==> src/rtl/alu_pipe.sv <==
// Request/response ALU: single-cycle ops finish in one edge, MUL is an iterative shift-add.
// Define ALU_PIPE_MUL_EN to build the multiplier; without it sel 7 returns 0 in one cycle.
module alu_pipe #(
  parameter int DATA_W = 8
) (
  input  logic              clk,
  input  logic              reset_n,
  input  logic              in_valid,
  output logic              in_ready,
  input  logic [DATA_W-1:0] op1,
  input  logic [DATA_W-1:0] op2,
  input  logic [2:0]        sel,
  output logic              out_valid,
  input  logic              out_ready,
  output logic [DATA_W-1:0] result,
  output logic              zero,
  output logic              carry,
  output logic [1:0]        dbg_state
);

  // Handshake: a request transfers on an edge with in_valid && in_ready; a result
  // transfers on an edge with out_valid && out_ready. in_ready is high only in IDLE,
  // out_valid only in DONE, so one transaction is in flight at a time.
  typedef enum logic [1:0] {IDLE = 2'd0, BUSY = 2'd1, DONE = 2'd2} state_t;

  localparam logic [DATA_W:0] W_LIM = (DATA_W + 1)'(DATA_W);

  state_t            state, state_nxt;
  logic              load;
  logic [DATA_W:0]   sum, diff;
  logic              shift_oob;
  logic [DATA_W-1:0] alu_res;
  logic              alu_carry;

  assign in_ready  = (state == IDLE);
  assign out_valid = (state == DONE);
  assign dbg_state = state;

  assign sum       = {1'b0, op1} + {1'b0, op2};
  assign diff      = {1'b0, op1} - {1'b0, op2};
  assign shift_oob = ({1'b0, op2} >= W_LIM);

  always_comb begin
    alu_res   = '0;
    alu_carry = 1'b0;
    case (sel)
      3'd0: alu_res = op2;
      3'd1: begin alu_res = sum[DATA_W-1:0];  alu_carry = sum[DATA_W];  end
      3'd2: alu_res = op1 & op2;
      3'd3: alu_res = op1 | op2;
      3'd4: begin alu_res = diff[DATA_W-1:0]; alu_carry = diff[DATA_W]; end
      3'd5: alu_res = shift_oob ? '0 : (op1 << op2);
      3'd6: alu_res = shift_oob ? '0 : (op1 >> op2);
      default: alu_res = '0;
    endcase
  end

`ifdef ALU_PIPE_MUL_EN
  localparam int CW = $clog2(DATA_W);

  logic [2*DATA_W-1:0] mcand, acc, acc_nxt;
  logic [DATA_W-1:0]   mplier;
  logic [CW-1:0]       cnt;
  logic                mul_start, mul_last;

  assign acc_nxt  = mplier[0] ? (acc + mcand) : acc;
  assign mul_last = (cnt == CW'(DATA_W - 1));

  // One multiplier bit per BUSY edge; the DATA_W-th BUSY edge writes the result.
  always_ff @(posedge clk or negedge reset_n) begin
    if (!reset_n) begin
      mcand  <= '0;
      mplier <= '0;
      acc    <= '0;
      cnt    <= '0;
    end else if (mul_start) begin
      mcand  <= {{DATA_W{1'b0}}, op1};
      mplier <= op2;
      acc    <= '0;
      cnt    <= '0;
    end else if (state == BUSY) begin
      mcand  <= mcand << 1;
      mplier <= mplier >> 1;
      acc    <= acc_nxt;
      cnt    <= cnt + 1'b1;
    end
  end
`endif

  always_comb begin
    state_nxt = state;
    load      = 1'b0;
`ifdef ALU_PIPE_MUL_EN
    mul_start = 1'b0;
`endif
    case (state)
      IDLE: begin
        if (in_valid) begin
`ifdef ALU_PIPE_MUL_EN
          if (sel == 3'd7) begin
            state_nxt = BUSY;
            mul_start = 1'b1;
          end else begin
            state_nxt = DONE;
            load      = 1'b1;
          end
`else
          state_nxt = DONE;
          load      = 1'b1;
`endif
        end
      end
      BUSY: begin
`ifdef ALU_PIPE_MUL_EN
        if (mul_last) state_nxt = DONE;
`else
        state_nxt = IDLE;
`endif
      end
      DONE:    if (out_ready) state_nxt = IDLE;
      default: state_nxt = IDLE;
    endcase
  end

  always_ff @(posedge clk or negedge reset_n) begin
    if (!reset_n) state <= IDLE;
    else          state <= state_nxt;
  end

  always_ff @(posedge clk or negedge reset_n) begin
    if (!reset_n) begin
      result <= '0;
      zero   <= 1'b0;
      carry  <= 1'b0;
    end else if (load) begin
      result <= alu_res;
      zero   <= (alu_res == '0);
      carry  <= alu_carry;
    end
`ifdef ALU_PIPE_MUL_EN
    else if ((state == BUSY) && mul_last) begin
      result <= acc_nxt[DATA_W-1:0];
      zero   <= (acc_nxt[DATA_W-1:0] == '0);
      carry  <= |acc_nxt[2*DATA_W-1:DATA_W];
    end
`endif
  end

endmodule

==> config.mk <==
export PLATFORM = sky130hd
export DESIGN_NAME = alu_pipe
export DESIGN_NICKNAME = d
export VERILOG_FILES = /design/src/rtl/alu_pipe.sv
export SDC_FILE = /design/constraint.sdc
export NUM_CORES = 1
export LEC_CHECK = 0
export CORE_MARGIN = 3
export CORE_UTILIZATION = 30
export CTS_CLUSTER_DIAMETER = 100
export DETAILED_ROUTE_END_ITERATION = 10
export PLACE_DENSITY = 0.46
export SYNTH_ARGS = -nofsm -noshare
export SYNTH_HDL_FRONTEND = slang
export SYNTH_SLANG_ARGS = --single-unit
==> constraint.sdc <==
create_clock -name clk -period 3.15 [get_ports clk]
set_clock_uncertainty 0.05 [all_clocks]
set_input_delay 0.4725 -clock clk [delete_from_list [all_inputs] [get_ports clk]]
set_output_delay 0.4725 -clock clk [all_outputs]
set_load 0.1 [all_outputs]
==> flow_summary.yaml, run 1 <==
timing:
  fmax_ghz: 0.334
  slew_viol_final: 0
  layout_min_cycle_time_ns: 2.99
  period_share_pct: 95.0
  slew_headroom_pct: 53.8
  worst_slack_ns: 0.158
  finalHoldViolations: 0
  rsz0062_at_grt: "no"
  hold_ws_ns: 0.430
  setup_viol: 0
  tightest_slew_ns: 0.692
  setup-tns-final_ns: 0
cells_and_area:
  nets: 400
  area_growth_pct: 40.4
  layout-drive-gt1-share_pct: 29.4
  final_util_pct: 44.4
  n_fill_cell: 715
  antennaDiodeCount: 0
critical_path:
  path_max_fanout: 3
  path_class: "in2reg"
  reg2regPathDepth: 7
  cpMaxStageDelayCell: "clkdlybuf4s50_1"
  reg2reg_from: "dbg_state[1]"
  slowest_delay_ns: 0.48
  cp.required_ns: 3.24
  cp-start-kind: "input pin"
  r2r_end: "zero"
  endpoint_kind: "flip-flop"
  cp.arrival_ns: 3.08
  regToRegSetupSlack_ns: 1.45
  crit_start: "op2[1]"
  path_cells: "clkdlybuf4s50_1 -> inv_1 -> ha_1 -> o21bai_1 -> a21oi_1 -> or4_1 -> mux2i_1 -> a211o_1 -> or3_4 -> o41ai_2"
run:
  drv_cap: 0
drt:
  remaining_drc_errors: 0
  post_drt_wl_per_cell_um: 16.4
  vias_per_cell: 5.36
  drtIter0Drc: 123
  antenna_left: 0
  vias: 2374
  first_pass_iters: 4
  totalWireLength_mm: 7.25
clock_network:
  clockBufferDepth: 2
  root_buffer: "clkbuf_8"
  cts.sinks: 11
  tritoncts: "done"
  clock_latency_ns: 0.23
  postCtsHoldBufs: 0
  cts_max_level: 1
  clk_pin_slew_ns: 0.05
  cts_buffers: 3
global_routing:
  grt_pass1_vias: 2267
  grt_pass1_wl_mm: 11.8
  grt_overflow: 0
  antenna_found_initial: 0
  grt_max_degree: 16
  grtUsageTotal_pct: 17.3
floorplanning:
  start_util_pct: 31.6
  ioPinCount: 37
  dieArea_um2: 8340
  die_y_um: 91.3
  num_rows: 30
  core_area_um2: 6910
  die_x_um: 91.3
min_path:
  whs_endpoint: "result[2]"
  min_path_type: "reg2reg"
  whs_path_depth: 2
  min_from: "result[2]"
logic_synthesis:
  ys_ff_latch: 11
  synthMuxAreaShare_pct: 14.7
  yosysMostFrequentCell: "ha_1"
  synth_cell_types: 58
  synthFlopType: "dfrtp_1"
  synthXorXnorAreaFrac_pct: 3.21
  syn_nets: 318
  synth_fa_ha_area_share_pct: 17.3
  avgSynthCellArea_um2: 8.21
  syn_area_um2: 2180
  synth-simple-area-share_pct: 16.3
  yosys.area.top_type_share_pct: 15.5
  synth_top_family_by_area: "compound AO/OA/AOI/OAI gates"
  synth_compound_area_share_pct: 27.1
  synthArstFlopShare_pct: 100
  yosysTopAreaCell: "ha_1"
  yosys-top-cells-area: "ha_1 (15%), dfrtp_1 (13%), mux4_2 (6.2%)"
  seq_area_frac_synth_pct: 12.6
  syn_inst: 266
  synth-edff-count: 0
  synth_warnings: 0
  yosys-top-cells-count: "ha_1 (27), inv_1 (26), nand2_1 (18), o21ai_0 (16), a21oi_1 (14)"
power:
  p_per_area_nw_per_um2: 349
  p_leak_nw: 1.41
  ir_drop_v: 0.000147
run_status:
  status: "completed"
place:
  dp_hpwl_mm: 6.09
  portBuffers: 35
  gp_congestion: 0.939
  pre_cts_slack_ns: -0.148
-- where the power goes --
| part | switching (W) | leakage [nW] | internal, W | total (W) |
|---|---|---|---|---|
| Combinational | 0.000490 | 1.25 | 0.000251 | 0.000741 |
| Clock | 0.0000513 | 0.0228 | 0.0000887 | 0.000140 |
| Sequential | 0.0000155 | 0.137 | 0.000173 | 0.000189 |
-- cells in the final DEF (no fill, tap or decap), types with 5 or more instances in the layout --
master | netlist | routed
clkdlybuf4s50_1 | 0 | 22
xnor2_1 | 6 | 6
nor3_1 | 8 | 8
mux2_2 | 5 | 5
nor2_1 | 7 | 7
mux2i_1 | 13 | 13
o21ai_0 | 16 | 16
mux4_2 | 6 | 6
nand3_1 | 7 | 7
inv_1 | 26 | 26
ha_1 | 27 | 26
a21oi_1 | 14 | 13
nand2_1 | 18 | 18
a31oi_1 | 6 | 6
o21bai_1 | 5 | 5
buf_4 | 2 | 73
dfrtp_1 | 11 | 11
-- what timing repair did --
item,4_1_cts,5_1_grt
gates resized for setup,0,8
setup endpoints to repair,0,3
setup buffers,0,1
-- stage by stage --
stage | std cells | area (µm²) | total power [W]
final | 443 | 3070 | 0.00107
after global routing | 443 | 3070 | 0.00113
after CTS | 442 | 3020 | 0.00106
after detailed placement | 438 | 2980 | 0.000919
after global placement | 438 | 2980 | 0.000923
after floorplan | 266 | 2180 | 0.000686
-- registers in the layout, summed over array words and instances (netlist names) --
signal	flops
dbg_state	1
zero	1
carry	1
result	8
-- how the worst max path moves through the flow --
stage	endpoint	depth (start not counted)
after floorplan	zero	7
after global placement	zero	13
after detailed placement	zero	13
after CTS	zero	13
after global routing	zero	11
final	zero	10
-- worst max-delay path, delay by kind of cell --
| family | cells | cell delay (ns) |
|---|---|---|
| AOI/OAI and AO/OA | 4 | 0.80 |
| and+or+nand+nor | 2 | 0.80 |
| buffers and inverters | 2 | 0.57 |
| adders and majority gates | 1 | 0.30 |
| muxes | 1 | 0.14 |
-- metal layers --
| metal | wire, µm | up-vias | GRT usage, % |
|---|---|---|---|
| met5 | 0 | - | 0 |
| met4 | 93 | 0 | 2.51 |
| met3 | 453 | 8 | 2.57 |
| met2 | 3240 | 80 | 27.2 |
| met1 | 3460 | 1121 | 25.5 |
| li1 | - | 1165 | - |
-- final cells by class --
type	count	area [µm²]	share of cell area (%)
flip-flops and latches	11	275	8.98
multi-input cells	211	1760	57.4
well taps	96	120	3.92
inverters	26	97.6	3.18
repair buffers	95	768	25.1
clock buffers	4	45.0	1.47
-- cells by family after synthesis --
logic type / Yosys count
other: 1
AOI/OAI and AO/OA: 84
DFF: 11
xor gates and xnor gates: 8
muxes: 24
and+or+nand+nor: 65
adders and majority gates: 29
buffers and inverters: 44
Note: power is estimated with default switching activity, not from simulation.
==> run 2, diff against run 1 <==
--- a/config.mk
+++ b/config.mk
@@ -5,11 +5,13 @@
 export SDC_FILE = /design/constraint.sdc
 export NUM_CORES = 1
 export LEC_CHECK = 0
+export CELL_PAD_IN_SITES_DETAIL_PLACEMENT = 0
+export CELL_PAD_IN_SITES_GLOBAL_PLACEMENT = 1
 export CORE_MARGIN = 3
 export CORE_UTILIZATION = 30
 export CTS_CLUSTER_DIAMETER = 100
 export DETAILED_ROUTE_END_ITERATION = 10
-export PLACE_DENSITY = 0.46
+export PLACE_DENSITY = 0.6
 export SYNTH_ARGS = -nofsm -noshare
 export SYNTH_HDL_FRONTEND = slang
 export SYNTH_SLANG_ARGS = --single-unit
==> run 2 against run 1 <==
Largest cell class unchanged. Largest power group unchanged. Critical endpoint unchanged. Critical path type unchanged. Hold slack better by 0.0011 ns. Fmax is 1.8% lower. Critical path depth grew 1. Highest routed layer unchanged. Combinational power grew 1%.
==> flow_summary.yaml, run 2 (synthesis results as in run 1) <==
clock_network:
  clockBufferDepth: 2
  tritoncts: "done"
  clk_pin_slew_ns: 0.05
  postCtsSetupBuffers: 0
  cts.sinks: 11
  cts_max_level: 1
  cts_buffers: 3
  root_buffer: "clkbuf_8"
  clock_latency_ns: 0.23
cells_and_area:
  regMostFlops: "result"
  antennaDiodeCount: 0
  area_growth_pct: 40.9
  most-common-layout-cells: "buf_4 (65), inv_1 (25), ha_1 (25)"
  final_area_um2: 3080
  final_common_cell: "buf_4"
  largest_reg_flops: 8
  layout-drive-gt1-share_pct: 29.0
  nets: 394
place:
  pre_cts_slack_ns: -0.165
  portBuffers: 35
  place_area_um2: 2960
  dp_hpwl_mm: 5.91
  gp_congestion: 0.878
global_routing:
  grtUsageTotal_pct: 17.1
  grt_overflow: 0
  antenna_found_initial: 0
  grt_pass1_wl_mm: 11.6
  grt_pass1_vias: 2237
  grt_max_degree: 24
floorplanning:
  dieArea_um2: 8340
  core_area_um2: 6910
  start_util_pct: 31.6
  die_x_um: 91.3
  die_y_um: 91.3
  ioPinCount: 37
  num_rows: 30
drt:
  totalWireLength_mm: 7.35
  remaining_drc_errors: 0
  first_pass_iters: 4
  drtIter0Drc: 328
  vias_per_cell: 5.38
  post_drt_wl_per_cell_um: 16.8
  antenna_left: 0
  vias: 2349
timing:
  period_share_pct: 96.8
  setup_viol: 0
  hold_ws_ns: 0.431
  finalHoldViolations: 0
  tightest_slew_ns: 0.520
  fmax_ghz: 0.328
  slew_headroom_pct: 65.3
  layout_min_cycle_time_ns: 3.05
  worst_slack_ns: 0.101
  slew_viol_final: 0
critical_path:
  reg2regPathDepth: 7
  cp.required_ns: 3.24
  crit_start: "op2[0]"
  path_max_fanout: 3
  cp.arrival_ns: 3.13
  regToRegSetupSlack_ns: 1.26
  cp-start-kind: "input pin"
  endpoint_kind: "flip-flop"
  reg2reg_from: "dbg_state[1]"
  r2r_end: "zero"
  path_class: "in2reg"
min_path:
  min_path_type: "reg2reg"
  whs_endpoint: "result[2]"
  whs_path_depth: 2
  min_from: "result[2]"
power:
  p_total_w: 0.00108
  ir_drop_v: 0.000151
  p_per_area_nw_per_um2: 351
  p_leak_nw: 1.39
run_status:
  status: "completed"
run:
  drv_cap: 0
-- run 2: worst max-delay path, cell delays in order --
cell and delay (ns):
clkdlybuf4s50_1 0.46, buf_4 0.17, ha_1 0.23, buf_4 0.16, a21oi_1 0.13, o21bai_1 0.12, a221oi_1 0.33, o211ai_1 0.19
nor4_1 0.37, nand3_1 0.15, o41ai_2 0.34
-- run 2: metrics by stage --
stage | TNS (ns) | cells | utilization (%)
floorplan | 0 | 266 | -
CTS | 0 | 437 | 43.6
global route | -0.0195 | 437 | 44.5
global placement | -0.283 | 433 | 42.9
finish | 0 | 437 | 44.5
detailed placement | -0.401 | 433 | 42.9
-- run 2: cell type report --
cell class	count	area, µm²
Clock buffer	4	45.0
Fill cell	702	3830
Inverter	26	97.6
Multi-Input combinational cell	211	1790
Sequential cell	11	275
Tap cell	96	120
Timing Repair Buffer	89	748
-- run 2: where the power goes --
group	total, W	switching [W]	internal [W]	leakage [nW]
clock network	0.000140	0.0000514	0.0000887	0.0228
registers	0.000190	0.0000166	0.000173	0.137
logic	0.000750	0.000494	0.000256	1.23
-- run 2: per-layer routing --
metal | global-route usage (%) | wire (µm) | vias to the layer above
met5 | 0 | 0 | -
met4 | 5.03 | 155 | 0
met3 | 1.08 | 420 | 15
met1 | 24.6 | 3380 | 1081
li1 | - | - | 1156
met2 | 27.5 | 3390 | 97
-- run 2: worst max-delay path by stage --
stage          slack [ns]  depth (start not counted)  endpoint
2_1_floorplan        0.22                          7      zero
3_3_place_gp        -0.12                         13      zero
3_5_place_dp        -0.16                         13      zero
4_1_cts              0.06                         13      zero
5_1_grt             -0.02                         11      zero
6_report             0.10                         11      zero
-- run 2: repair_timing --
action                     4_1_cts  5_1_grt
setup endpoints to repair        0        1
gates resized for setup          0       12
hold buffers                     0        0
==> edit (config.mk and constraints of run 2) <==
Build with the macro `ALU_PIPE_MUL_EN` defined.
--- a/src/rtl/alu_pipe.sv
+++ b/src/rtl/alu_pipe.sv
@@ -1,5 +1,7 @@
 // Request/response ALU: single-cycle ops finish in one edge, MUL is an iterative shift-add.
 // Define ALU_PIPE_MUL_EN to build the multiplier; without it sel 7 returns 0 in one cycle.
+`define ALU_PIPE_MUL_EN
+
 module alu_pipe #(
   parameter int DATA_W = 8
 ) (
Formal check against the unedited RTL: not equivalent (Yosys sat finds a counterexample within 4 cycles, from zero or initial values and one cycle with reset_n low).
==> edit against run 2 <==
Setup slack improved by 77 ps; largest power group unchanged; sequential cell count up 44; maximum frequency grew 2.6%; cell count increased by 98%; synthesized area increased by 120%; power increased to 3.8 times the old value; first-iteration DRC count is 32% lower; critical endpoint is now result[7]$_DFFE_PN0P_; synthesized cell count is 110% higher; cell area up 100%; routed wire length up 110%.
==> edit: results (changes against run 2) <==
| Parameter | Value | Unit | Delta |
|---|---|---|---|
| Actual slew at the worst max-slew pin | 1100 | ps | +581 ps |
| Distinct cell type count after synthesis | 66 | - | +14% |
| Via Count | 4,571 | - | +95% |
| Worst path slowest cell | sky130_fd_sc_hd__or4_4 | - |  |
| Largest stage delay, worst path | 490 | ps | +30 ps |
| Outcome | completed | - |  |
| Share of the yosys chip area belonging to registers | 28.4 | % | +16 points |
| Initial drt markers | 223 | - | -32% |
| Cell types occupying the most area after synthesis | sky130_fd_sc_hd__dfrtp_1 (28%), sky130_fd_sc_hd__ha_1 (11%), sky130_fd_sc_hd__nand2_1 (7.7%) | - |  |
| Net count of the mapped netlist | 635 | - | +100% |
| WL final | 15,600 | um | +110% |
| Worst-path maximum fanout | 6 | - | +3 |
| Path class of the lowest-slack min-delay path | input port to async pin | - |  |
| Worst-case vdd ir drop | 341 | uV | +130% |
| Cell at the root of the clock tree | sky130_fd_sc_hd__clkbuf_16 | - |  |
| Met3 layer wire length in the routed design | 465 | um | +11% |
| Endpoint of the most critical register-to-register path | carry$_DFFE_PN0P_ | - |  |
| Clock Pin Slew Worst Setup and Hold Paths | 70 | ps | +20 ps |
| Number of input and output port buffers inserted | 36 | - | +2.9% |
| Worst setup path startpoint | op1[2] | - |  |
| HPWL Detailed | 11,900 | um | +100% |
| Inserted Clock Buffers | 5 | - | +2 |
| Total routed wire length on the met1 layer | 7670 | um | +130% |
| First-pass GRT wire length | 24,900 | um | +110% |
| Part of the total power dissipated in sequential elements | 31.3 | % | +14 points |
| Critical register-to-register path startpoint | mcand[0]$_DFFE_PN0P_ | - |  |
| Number of gates resized after CTS | 4 | - | +4 |
| Clock latency reported for the late side of the worst-skew pair | 300 | ps | +70 ps |
| Comb group | 2.22 | mW | +200% |
| Largest net degree at the start of global routing | 47 | - | +96% |
| Leakage | 2.87 | nW | +110% |
| Layout cell share with drive strength beyond 1 | 22.6 | % | -6.4 points |
| Combined global-route utilization of all metal layers | 17.5 | % | +0.35 points |
| Vias in the first global route | 4,483 | - | +100% |
| Global placer's final weighted congestion | 0.913 | - | +4.0% |
[edit: changes by cell type in the layout (fill, tap and decap cells not counted), moves of 7 or more]
cell and change:
sky130_fd_sc_hd__nand2_1 +81, sky130_fd_sc_hd__mux2i_1 +10, sky130_fd_sc_hd__dfrtp_1 +44, sky130_fd_sc_hd__nor2_1 +14
sky130_fd_sc_hd__a21oi_1 +13, sky130_fd_sc_hd__ha_1 +10, sky130_fd_sc_hd__buf_4 +27, sky130_fd_sc_hd__a21o_1 +7
sky130_fd_sc_hd__a22oi_1 +14, sky130_fd_sc_hd__o21ai_0 +31, sky130_fd_sc_hd__o22ai_1 +9
[edit: area by class of cell]
cell class              count  area, sq um
fillers                  1562         9310
multi-input cells         446         3320
flip-flops and latches     55         1380
repair buffers            117          961
well taps                 211          264
clock buffers               5          125
inverters                  28          105
clock inverters             3         22.5
[edit: metrics by stage]
stage | setup slack [ps] | utilization, % | total power, mW | cells | hold slack (ps)
after CTS | 10.8 | 38.7 | 4.06 | 858 | 374
final | 178 | 39.9 | 4.08 | 865 | 336
after floorplan | -36.1 | - | 2.79 | 568 | 127
after detailed placement | -369 | 37.7 | 3.46 | 850 | 413
after global routing | 9.96 | 39.9 | 4.40 | 865 | 427
after global placement | -350 | 37.7 | 3.44 | 850 | 413
[edit: cell families after synthesis]
kind of cell | count (synthesis) | synth area share (%)
AO/OA/AOI/OAI | 178 | 25.0
AND/OR/NAND/NOR | 172 | 16.2
buffers and inverters | 67 | 5.98
flip-flops | 55 | 28.4
adder cells (fa/ha/maj) | 44 | 11.8
multiplexers | 35 | 9.62
XOR/XNOR | 17 | 3.07
[edit: routing by layer]
metal,global-route usage [%],up-vias
met1,25.7,2223
met3,1.77,17
met4,4.34,0
met2,27.7,84
met5,0,-
li1,-,2247
